File: src/rtl/fib_index.sv
// Fibonacci index finder: walks F(0), F(1), ... one term per clock until the
// term reaches or passes the query, then reports a match flag and the index.
module fib_index #(
  parameter int unsigned WIDTH = 32,
  parameter int unsigned IDX_W = 6
) (
  input  logic             clk,
  input  logic             rst_n,
  input  logic             in_valid,
  input  logic [WIDTH-1:0] in_value,
  output logic             in_ready,
  output logic             out_valid,
  input  logic             out_ready,
  output logic             is_fib,
  output logic [IDX_W-1:0] fib_idx,
  output logic             busy
);

  typedef enum logic [1:0] {IDLE, SEARCH, DONE} state_t;

  state_t           state;
  logic [WIDTH-1:0] target;
  logic [WIDTH+1:0] a;
  logic [WIDTH+1:0] b;
  logic [IDX_W-1:0] idx;
  logic [WIDTH+1:0] target_ext;

  // Two guard bits keep a+b exact up to the first term beyond 2^WIDTH-1.
  assign target_ext = {2'b00, target};

  always_ff @(posedge clk or negedge rst_n) begin
    if (!rst_n) begin
      state     <= IDLE;
      target    <= '0;
      a         <= '0;
      b         <= '0;
      idx       <= '0;
      in_ready  <= 1'b1;
      out_valid <= 1'b0;
      is_fib    <= 1'b0;
      fib_idx   <= '0;
      busy      <= 1'b0;
    end else begin
      case (state)
        IDLE: begin
          if (in_valid) begin
            target   <= in_value;
            a        <= '0;
            b        <= (WIDTH+2)'(1);
            idx      <= '0;
            in_ready <= 1'b0;
            busy     <= 1'b1;
            state    <= SEARCH;
          end
        end
        SEARCH: begin
          if (a == target_ext) begin
            is_fib    <= 1'b1;
            fib_idx   <= idx;
            out_valid <= 1'b1;
            state     <= DONE;
          end else if (a > target_ext) begin
            is_fib    <= 1'b0;
            fib_idx   <= idx;
            out_valid <= 1'b1;
            state     <= DONE;
          end else begin
            a   <= b;
            b   <= a + b;
            idx <= idx + 1'b1;
          end
        end
        DONE: begin
          if (out_ready) begin
            out_valid <= 1'b0;
            in_ready  <= 1'b1;
            busy      <= 1'b0;
            state     <= IDLE;
          end
        end
        default: begin
          out_valid <= 1'b0;
          in_ready  <= 1'b1;
          busy      <= 1'b0;
          state     <= IDLE;
        end
      endcase
    end
  end

endmodule

File: config.mk
export PLATFORM = sky130hd
export DESIGN_NAME = fib_index
export DESIGN_NICKNAME = d
export VERILOG_FILES = /design/src/rtl/fib_index.sv
export SDC_FILE = /design/constraint.sdc
export NUM_CORES = 1
export LEC_CHECK = 0
export BUFFER_PORTS_ARGS = -buffer_cell sky130_fd_sc_hd__buf_2
export CELL_PAD_IN_SITES_DETAIL_PLACEMENT = 1
export CELL_PAD_IN_SITES_GLOBAL_PLACEMENT = 1
export CORE_MARGIN = 5
export CORE_UTILIZATION = 43
export CTS_CLUSTER_DIAMETER = 100
export CTS_CLUSTER_SIZE = 8
export DETAILED_ROUTE_END_ITERATION = 10
export HOLD_SLACK_MARGIN = 0.12
export MAX_ROUTING_LAYER = met4
export PLACE_DENSITY_LB_ADDON = 0.1
export SLEW_MARGIN = 10
export SYNTH_ARGS = -nofsm -noshare
export SYNTH_HDL_FRONTEND = slang
export SYNTH_SLANG_ARGS = --single-unit
File: constraint.sdc
create_clock -name clk -period 2.7 [get_ports clk]
set_input_delay 0.135 -clock clk [delete_from_list [all_inputs] [get_ports clk]]
set_output_delay 0.135 -clock clk [all_outputs]
set_load 0.02 [all_outputs]
==> results of run 1 <==
## report_power, final
group	leakage (nW)	internal, mW	switching (mW)
clock	0.306	1.64	0.909
combinational	3.13	2.90	3.85
sequential	1.56	2.32	0.406
total	4.99	6.86	5.16
## per-stage QoR
stage / hold slack (ns) / instance area [µm²] / utilization [%] / setup TNS, ns
final: 0.124 / 10200 / 61.8 / -3.27
after global routing: 0.138 / 10200 / 61.8 / -8.21
after CTS: 0.126 / 9450 / 57.0 / 0
after detailed placement: 0.0256 / 8280 / 49.9 / -2.56
after global placement: 0.0176 / 8280 / 49.9 / -0.218
after floorplan: -0.161 / 7270 / - / 0
## worst reg2reg max path: cells and delay by family (launching register included)
family	cells	cell delay, ns
adder cells (fa/ha/maj)	1	0.29
AND/OR/NAND/NOR	5	1.04
buffers and inverters	3	0.50
flip-flops	1	0.42
AO/OA/AOI/OAI	3	0.52
## per-layer routing
layer	wire length (µm)	track usage [%]
met1	11100	29.2
met2	12900	40.8
met3	740	3.85
met4	444	6.78
met5	0	-
## layout make-up
type,count,area [µm²],share of cell area (%)
clock buffer,17,425,4.15
clock inverter,15,229,2.24
sequential,118,2960,28.9
timing repair buffer,174,1540,15.0
tap,220,275,2.69
multi-input combinational,610,4630,45.2
inverter,49,184,1.80
## state kept, by name, summed over array words and instances, names as in the netlist
| name | flops |
|---|---|
| fib_idx | 6 |
| out_valid | 1 |
| is_fib | 1 |
| a | 34 |
| idx | 6 |
| in_ready | 1 |
| busy | 1 |
| target | 32 |
| b | 34 |
| state | 2 |
## worst max-delay path by stage
stage,from,end,slack [ns]
4_1_cts,a[7],a[9],0.003
2_1_floorplan,b[0],b[32],0.17
5_1_grt,a[10],a[19],-0.19
3_3_place_gp,a[21],b[30],-0.06
3_5_place_dp,a[8],b[32],-0.15
6_report,a[7],a[19],-0.14
## cells in the final DEF (no fill, tap or decap), types with 6 or more instances in the layout
| cell | netlist | layout |
|---|---|---|
| nand2_4 | 0 | 10 |
| mux2_2 | 7 | 6 |
| dfrtp_1 | 117 | 115 |
| nand3_1 | 52 | 50 |
| o21ai_0 | 56 | 46 |
| nor2_1 | 28 | 25 |
| clkbuf_16 | 0 | 24 |
| o211ai_1 | 8 | 8 |
| nand2b_1 | 8 | 7 |
| buf_4 | 4 | 72 |
| xor2_1 | 7 | 7 |
| nand2_2 | 0 | 9 |
| inv_1 | 48 | 46 |
| dlygate4sd3_1 | 0 | 34 |
| xnor2_1 | 18 | 18 |
| o31ai_2 | 1 | 7 |
| a21o_1 | 19 | 19 |
| buf_6 | 1 | 9 |
| nand4_1 | 9 | 9 |
| buf_2 | 13 | 44 |
| a21oi_1 | 38 | 35 |
| ha_4 | 0 | 9 |
| o21ai_1 | 10 | 16 |
| a31oi_1 | 8 | 8 |
| ha_1 | 66 | 54 |
| and3_1 | 7 | 6 |
| nor2b_1 | 9 | 7 |
| buf_12 | 0 | 8 |
| nand2_1 | 157 | 138 |
| o31ai_4 | 0 | 12 |
## what timing repair did
item                                    4_1_cts  5_1_grt
resized for setup                            22      115
setup buffers                                 5        6
cloned                                        0       10
pin swaps                                    11       35
hold buffers                                 34        0
endpoints found under the hold margin       152        0
endpoints found under the setup margin       71       77
## kinds of logic (layout without fill, tap and decap cells)
family,Yosys count,in the layout
simple gates,298,298
compound gates,212,212
flops,118,118
buf+inv,84,255
fa+ha+maj,67,67
xor+xnor,25,25
mux,8,8
==> impl_metrics.ini, run 1 <==
[run_status]
status = finished with violations
violations = negative setup slack

[global_routing]
overflow = 0
grt_max_degree = 74
antenna_found_initial = 0
grt_pass1_vias = 7391
grt.total_usage_pct = 23.8
grt_pass1_wl_um = 37000

[sta]
worst_slack_ns = -0.141
tightest_slew_ns = 0.604
fin_crit_ns = 2.84
drv_slew = 0
fin_skew_ns = 0.00708
min_period_over_period_pct = 105
hold_violations = 0
fmax_mhz = 352
slew_headroom_pct = 59.7
rsz0062_at_grt = true
setup_viol = 62

[logic_synthesis]
ys.flop_type = dfrtp_1
synth.distinct_cells = 74
synth_fa_ha_area_share_pct = 11.6
synth_compound_area_share_pct = 19.6
synth_xor_area_share_pct = 3.01
async_flop_share_pct = 100
synth_top_family_by_area = compound AO/OA/AOI/OAI gates
synth_area_leaders = dfrtp_1 40%, ha_1 11%, nand2_1 8.1%, o21ai_0 3.9%, nand3_1 3.6%
synth.most_common_cell = nand2_1
synthMuxAreaShare_pct = 1.22
synth_top_area_share_pct = 40.2
syn_inst = 812
synth-simple-area-share_pct = 19.0
syn_area_per_cell_um2 = 8.96
ys_ff_latch = 118
yosysWarnings = 0
synth_top_area_cell = dfrtp_1
netlist_area_um2 = 7270
yosysSeqAreaShare_pct = 40.6
synth_nets = 915
synthTopCellsByCount = 157 x nand2_1, 117 x dfrtp_1, 66 x ha_1
synth_edf_count = 0

[cts]
numCtsBuffers = 17
numClockSinks = 118
clockBufferDepth = 2
insertion_delay_ns = 0.43
cts_tree = done
clk_pin_slew_ns = 0.06
h-tree-depth = 4
cts_root_buf = clkbuf_16

[worst_setup_path]
crit_chain = ha_4 -> and3_4 -> nand3_2 -> or4_4 -> o221ai_4 -> o21ai_4 -> a21oi_4 -> buf_12 -> clkbuf_16 -> clkbuf_16 -> nand2_4 -> nand2_1
reg2reg_depth = 12
r2r_end = a[19]
cp_data_arrival_time_ns = 3.19
crit_top_cell = clkbuf_16
critPathBufInv = 3
cp_slowest_cell = or4_4
cp_top_family = simple AND/OR/NAND/NOR gates
path_depth = 12
critical_path.max_stage_delay_ns = 0.60
cp-end-kind = register
worst_ep_required_time_ns = 3.05
r2r-start = a[7]
timing.setup.critical_path_class = register to register
crit_path_start_kind = register
path_max_fanout = 7
r2r_slack_ns = -0.14

[placed_design]
portBuffers = 45
hpwl_um = 15400
place_congestion = 0.911
dp_cells = 1118
place_ws_ns = -0.150

[power_and_ir_drop]
powerDensity_nw_per_um2 = 1170
finalPower_mw = 12.0
peakVddDrop_uv = 567
p_leak_nw = 4.99

[finish]
n_antenna_cell = 0
area_delta_synth_final_pct = 40.8
nFillCells = 1825
layout-drive-gt1-share_pct = 28.9
fin_cells = 1203
layout.nets = 1073

[floorplanning]
ios = 46
die_w_um = 140
start_util_pct = 43.9
die_y_um = 140
core_area_um2 = 16600
core.rowCount = 47
die-area_um2 = 19600

[detailed_routing]
drt_iter0_drc = 306
ant_nets = 0
drc = 0
wl_um = 25100
dr.pass1.iters = 5
via_count = 6825
via_per_inst = 5.67
wl_per_cell_um = 20.9

[job]
cap_violations = 0

[hold_path]
hold_path.class = input port to async pin
No activity file was read; power rests on OpenSTA's default activity.
==> run 2: changes to the inputs <==
MAX_ROUTING_LAYER = not set   (was met4)
==> impl_metrics.ini, run 2 (same netlist as run 1, synthesis figures left out) <==
[floorplanning]
die_y_um = 140
die-area_um2 = 19600
start_util_pct = 43.9
ios = 46
die_w_um = 140
core.rowCount = 47
core_area_um2 = 16600

[global_routing]
top_usage_layer = met2
grt_pass1_vias = 7393
overflow = 0
grt_pass1_wl_um = 37000
use_met3_pct = 3.85
antenna_found_initial = 0
grt_use_met1_pct = 29.1
grt.total_usage_pct = 23.1
use_met2_pct = 40.8
grt_max_degree = 74

[power_and_ir_drop]
p_int_mw = 6.78
powerDensity_nw_per_um2 = 1160
switchingPower_mw = 4.95
finalPower_mw = 11.7
pwr-share-clk_pct = 21.6
p_leak_nw = 4.87
power_frac_comb_pct = 55.2
p_seq_share_pct = 23.2
netSwitchingFraction_pct = 42.2
peakVddDrop_uv = 654

[sta]
tns_ns = -2.22
setup_viol = 59
min_period_over_period_pct = 103
hold_violations = 0
rsz0062_at_grt = true
worst_slack_ns = -0.0884
fmax_mhz = 359
slew_headroom_pct = 66.1
fin_crit_ns = 2.79
tightest_slew_ns = 0.502
fin_skew_ns = 0.00725
drv_slew = 0

[worst_setup_path]
worst_ep_required_time_ns = 3.06
timing.setup.critical_path_class = register to register
cp-end-kind = register
cp_data_arrival_time_ns = 3.15
path_max_fanout = 6
critical_path.max_stage_delay_ns = 0.37
crit_top_cell = a21o_1
crit_path_start_kind = register
cp_slowest_cell = dfrtp_1
crit_chain = inv_2 -> ha_4 -> a21o_1 -> a21o_1 -> a211o_1 -> and3b_2 -> o21ai_4 -> a21oi_4 -> buf_12 -> buf_4 -> clkbuf_16 -> or3_4 -> o21ai_2

[placed_design]
hpwl_um = 15400
portBuffers = 45
place_congestion = 0.896
dpl_cell_area_um2 = 8280

[cts]
cts_root_buf = clkbuf_16
h-tree-depth = 4
numClockSinks = 118
clockBufferDepth = 2
clk_pin_slew_ns = 0.06
numCtsBuffers = 17
cts_tree = done
insertion_delay_ns = 0.43

[finish]
largest_registers = a (34), b (34), target (32)
layout_commonest_cell = nand2_1
final_util_pct = 60.9
nFillCells = 1856
final_cell_mix = 140 x nand2_1, 115 x dfrtp_1, 71 x buf_4
finish.instance_area_um2 = 10100
layout.nets = 1072
area_delta_synth_final_pct = 38.8
layout-drive-gt1-share_pct = 29.8
n_antenna_cell = 0

[detailed_routing]
dr.pass1.iters = 4
wl_per_cell_um = 20.3
via_count = 6818
wl_um = 24400
drc = 0
ant_nets = 0
via_per_inst = 5.67
drt_iter0_drc = 350

[run_status]
violations = negative setup slack
status = finished with violations

[job]
cap_violations = 0

[hold_path]
hold_path.class = input port to async pin
-- run 2: timing repair --
action / 4_1_cts / 5_1_grt
hold buffers: 34 / 0
hold endpoints to repair: 152 / 0
gates resized for setup: 22 / 105
gates cloned: 0 / 9
setup buffers: 5 / 4
endpoints found under the setup margin: 71 / 78
pin swaps: 11 / 20
-- run 2: path summary, 6_finish.rpt --
kind | start | to | slack [ns] | cells past startpoint
setup / recovery | target[7] | b[1] | -0.09 | 13
hold / removal | rst_n | target[5] | 0.12 | 2
setup reg to reg | target[7] | b[1] | -0.09 | 13
hold reg to reg | fib_idx[3] | fib_idx[3] | 0.51 | 1
max in group asynchronous | rst_n | in_ready | 1.85 | 3
min in group clk | in_valid | in_ready | 0.22 | 4
-- run 2: per-stage QoR --
stage               setup WS [ns]  hold slack [ns]  cells
finish                    -0.0884            0.120   1202
global route               -0.154            0.140   1202
CTS                       0.00306            0.126   1189
detailed placement         -0.150           0.0256   1118
global placement          -0.0611           0.0176   1118
floorplan                   0.170           -0.161    812
-- run 2: layout make-up --
| cell class | instances | area, µm² | area share, % |
|---|---|---|---|
| clock buffers | 17 | 425 | 4.21 |
| clock inverters | 15 | 229 | 2.27 |
| inverters | 49 | 186 | 1.85 |
| multi-input cells | 610 | 4500 | 44.6 |
| flip-flops and latches | 118 | 2960 | 29.3 |
| well taps | 220 | 275 | 2.73 |
| repair buffers | 173 | 1520 | 15.0 |
-- run 2: power by group through the flow --
| stage | registers [mW] | logic (mW) | clock network (mW) |
|---|---|---|---|
| final | 2.72 | 6.48 | 2.54 |
| after global routing | 2.78 | 7.00 | 2.65 |
| after CTS | 2.69 | 5.09 | 2.57 |
| after detailed placement | 2.71 | 4.84 | 0 |
| after global placement | 2.67 | 4.65 | 0 |
| after floorplan | 2.64 | 2.87 | 0 |
-- run 2: routing by layer --
metal,vias to the layer above,share of wire [%]
li1,3200,-
met1,3443,43
met2,128,51
met3,47,3.3
met4,0,2.3
met5,-,0
-- run 2: critical path, delay by kind of cell (launching register included) --
| kind | cells | cell delay, ns |
|---|---|---|
| and+or+nand+nor | 2 | 0.60 |
| adders and majority gates | 1 | 0.21 |
| AOI/OAI and AO/OA | 6 | 1.02 |
| DFF | 1 | 0.37 |
| buffers and inverters | 4 | 0.52 |
==> run 3: changes to the inputs <==
ABC_AREA = 1   (was not set)
CORE_UTILIZATION = 41   (was 43)
==> impl_metrics.ini, run 3 <==
[run_status]
status = finished, final reports clean

[logic_synthesis]
syn_area_per_cell_um2 = 6.88
ys_ff_latch = 118
async_flop_share_pct = 100
synth_top_area_cell = dfrtp_1
synth_area_leaders = dfrtp_1 37%, nand2_1 24%, ha_1 11%, inv_1 7.0%, nor2_1 4.0%
netlist_area_um2 = 7830
synth_nets = 1242
syn_inst = 1139
synth_top_area_share_pct = 37.4
synth.distinct_cells = 30
ys.flop_type = dfrtp_1
synthTopCellsByCount = 500 x nand2_1, 147 x inv_1, 117 x dfrtp_1
yosysSeqAreaShare_pct = 37.7
synth.most_common_cell = nand2_1
synth_edf_count = 0
yosysWarnings = 0

[power_and_ir_drop]
finalPower_mw = 11.0
p_leak_nw = 5.42
powerDensity_nw_per_um2 = 1180
peakVddDrop_uv = 507

[cts]
numCtsBuffers = 17
cts_setup_buffers = 0
cts_tree = done
numClockSinks = 118
clk_pin_slew_ns = 0.07
clockBufferDepth = 2
cts_resized = 0
holdBufCountCts = 36
insertion_delay_ns = 0.43
h-tree-depth = 4
cts_root_buf = clkbuf_16

[sta]
fin_skew_ns = 0.0133
fin_crit_ns = 2.44
fmax_mhz = 410
setup_viol = 0
worst_slack_ns = 0.259
tns_ns = 0
fin_hold_ws_ns = 0.276
tightest_slew_ns = 0.676
slew_headroom_pct = 54.9
rsz0062_at_grt = false
drv_slew = 0
hold_violations = 0
min_period_over_period_pct = 90.4

[finish]
fin_cells = 1474
n_antenna_cell = 0
layout.nets = 1330
final_util_pct = 49.6
finish.instance_area_um2 = 9300
regArea_um2 = 2950
layout_commonest_cell = nand2_1
layout-drive-gt1-share_pct = 8.06
final_cell_mix = 500 x nand2_1, 147 x inv_1, 117 x dfrtp_1
area_delta_synth_final_pct = 18.8
largest_registers = a (34), b (34), target (32)
nFillCells = 2426
multi_input_area_um2 = 4190

[detailed_routing]
wl_per_cell_um = 16.0
via_count = 7344
drc = 0
drt_iter0_drc = 304
ant_nets = 0
dr.pass1.iters = 4
via_per_inst = 4.98
wl_um = 23500

[global_routing]
antenna_found_initial = 0
grt.total_usage_pct = 22.4
overflow = 0
grt_pass1_vias = 7807
grt_pass1_wl_um = 39200
grt_max_degree = 65

[placed_design]
portBuffers = 45
place_congestion = 0.847
place_ws_ns = 0.284
dp_cells = 1406
hpwl_um = 17700
dpl_cell_area_um2 = 8350

[worst_setup_path]
path_max_fanout = 27
crit_path_start_kind = register
reg2reg_depth = 14
worst_ep_required_time_ns = 3.06
cp_data_arrival_time_ns = 2.80
timing.setup.critical_path_class = register to register
cp-end-kind = register

[floorplanning]
ios = 46
start_util_pct = 41.7
die_y_um = 148
core.rowCount = 50
die-area_um2 = 22000
die_w_um = 148
core_area_um2 = 18800

[hold_path]
hold_path.class = input port to async pin

[job]
cap_violations = 0
[run 3: cell count changes after synthesis, moves of 9 or more]
| cell | before | now |
|---|---|---|
| a21o_1 | 19 | 1 |
| clkbuf_1 | 15 | 6 |
| inv_1 | 48 | 147 |
| nand2_1 | 157 | 500 |
| nor2_1 | 28 | 83 |
| nor2b_1 | 9 | 0 |
| o21ai_1 | 10 | 0 |
| o31ai_1 | 22 | 0 |
| xnor2_1 | 18 | 1 |
| xor2_1 | 7 | 18 |
[run 3: routing by layer]
layer	wire [µm]	vias to the layer above	global-route usage, %
li1	-	3712	-
met1	11700	3529	30.1
met2	11000	77	37.6
met3	495	26	4.14
met4	417	0	5.31
met5	0	-	0
[run 3: final timing paths]
| check | from | to | slack, ns |
|---|---|---|---|
| max | a[28] | b[33] | 0.26 |
| min | rst_n | b[13] | 0.28 |
| max reg2reg | a[28] | b[33] | 0.26 |
| min reg2reg | fib_idx[5] | fib_idx[5] | 0.46 |
| max in group asynchronous | rst_n | in_ready | 1.59 |
| min in group clk | in_value[8] | target[8] | 0.45 |
[run 3: critical path, stage by stage (launching register included)]
cell and delay (ns):
dfrtp_1 0.44, ha_1 0.31, nand2_1 0.08, nor2_1 0.26, inv_1 0.08, nor2_1 0.16
nand3_1 0.12, nor2_2 0.11, nor2_2 0.07, nand2_4 0.07, nand2_2 0.06, nand2_2 0.24
buf_12 0.22, nand2_1 0.07, nand2_1 0.07
[run 3: final cells by class]
cell class,instances,area share [%]
multi-input combinational,852,45.0
sequential,118,31.8
timing repair buffer,90,7.72
inverter,148,5.97
clock buffer,18,4.61
tap,234,3.15
clock inverter,14,1.79
[run 3: cells by family after synthesis]
family,count (synthesis),synth area share (%)
compound gates,92,6.04
xor+xnor,19,2.12
fa+ha+maj,67,10.8
buf+inv,169,8.82
flops,118,37.7
simple gates,674,34.5
[run 3: where the power goes]
part	internal (mW)	leakage [nW]	total, mW	switching [mW]
registers	2.49	1.55	3.10	0.608
logic	1.89	3.59	5.56	3.66
clock network	1.39	0.283	2.36	0.968
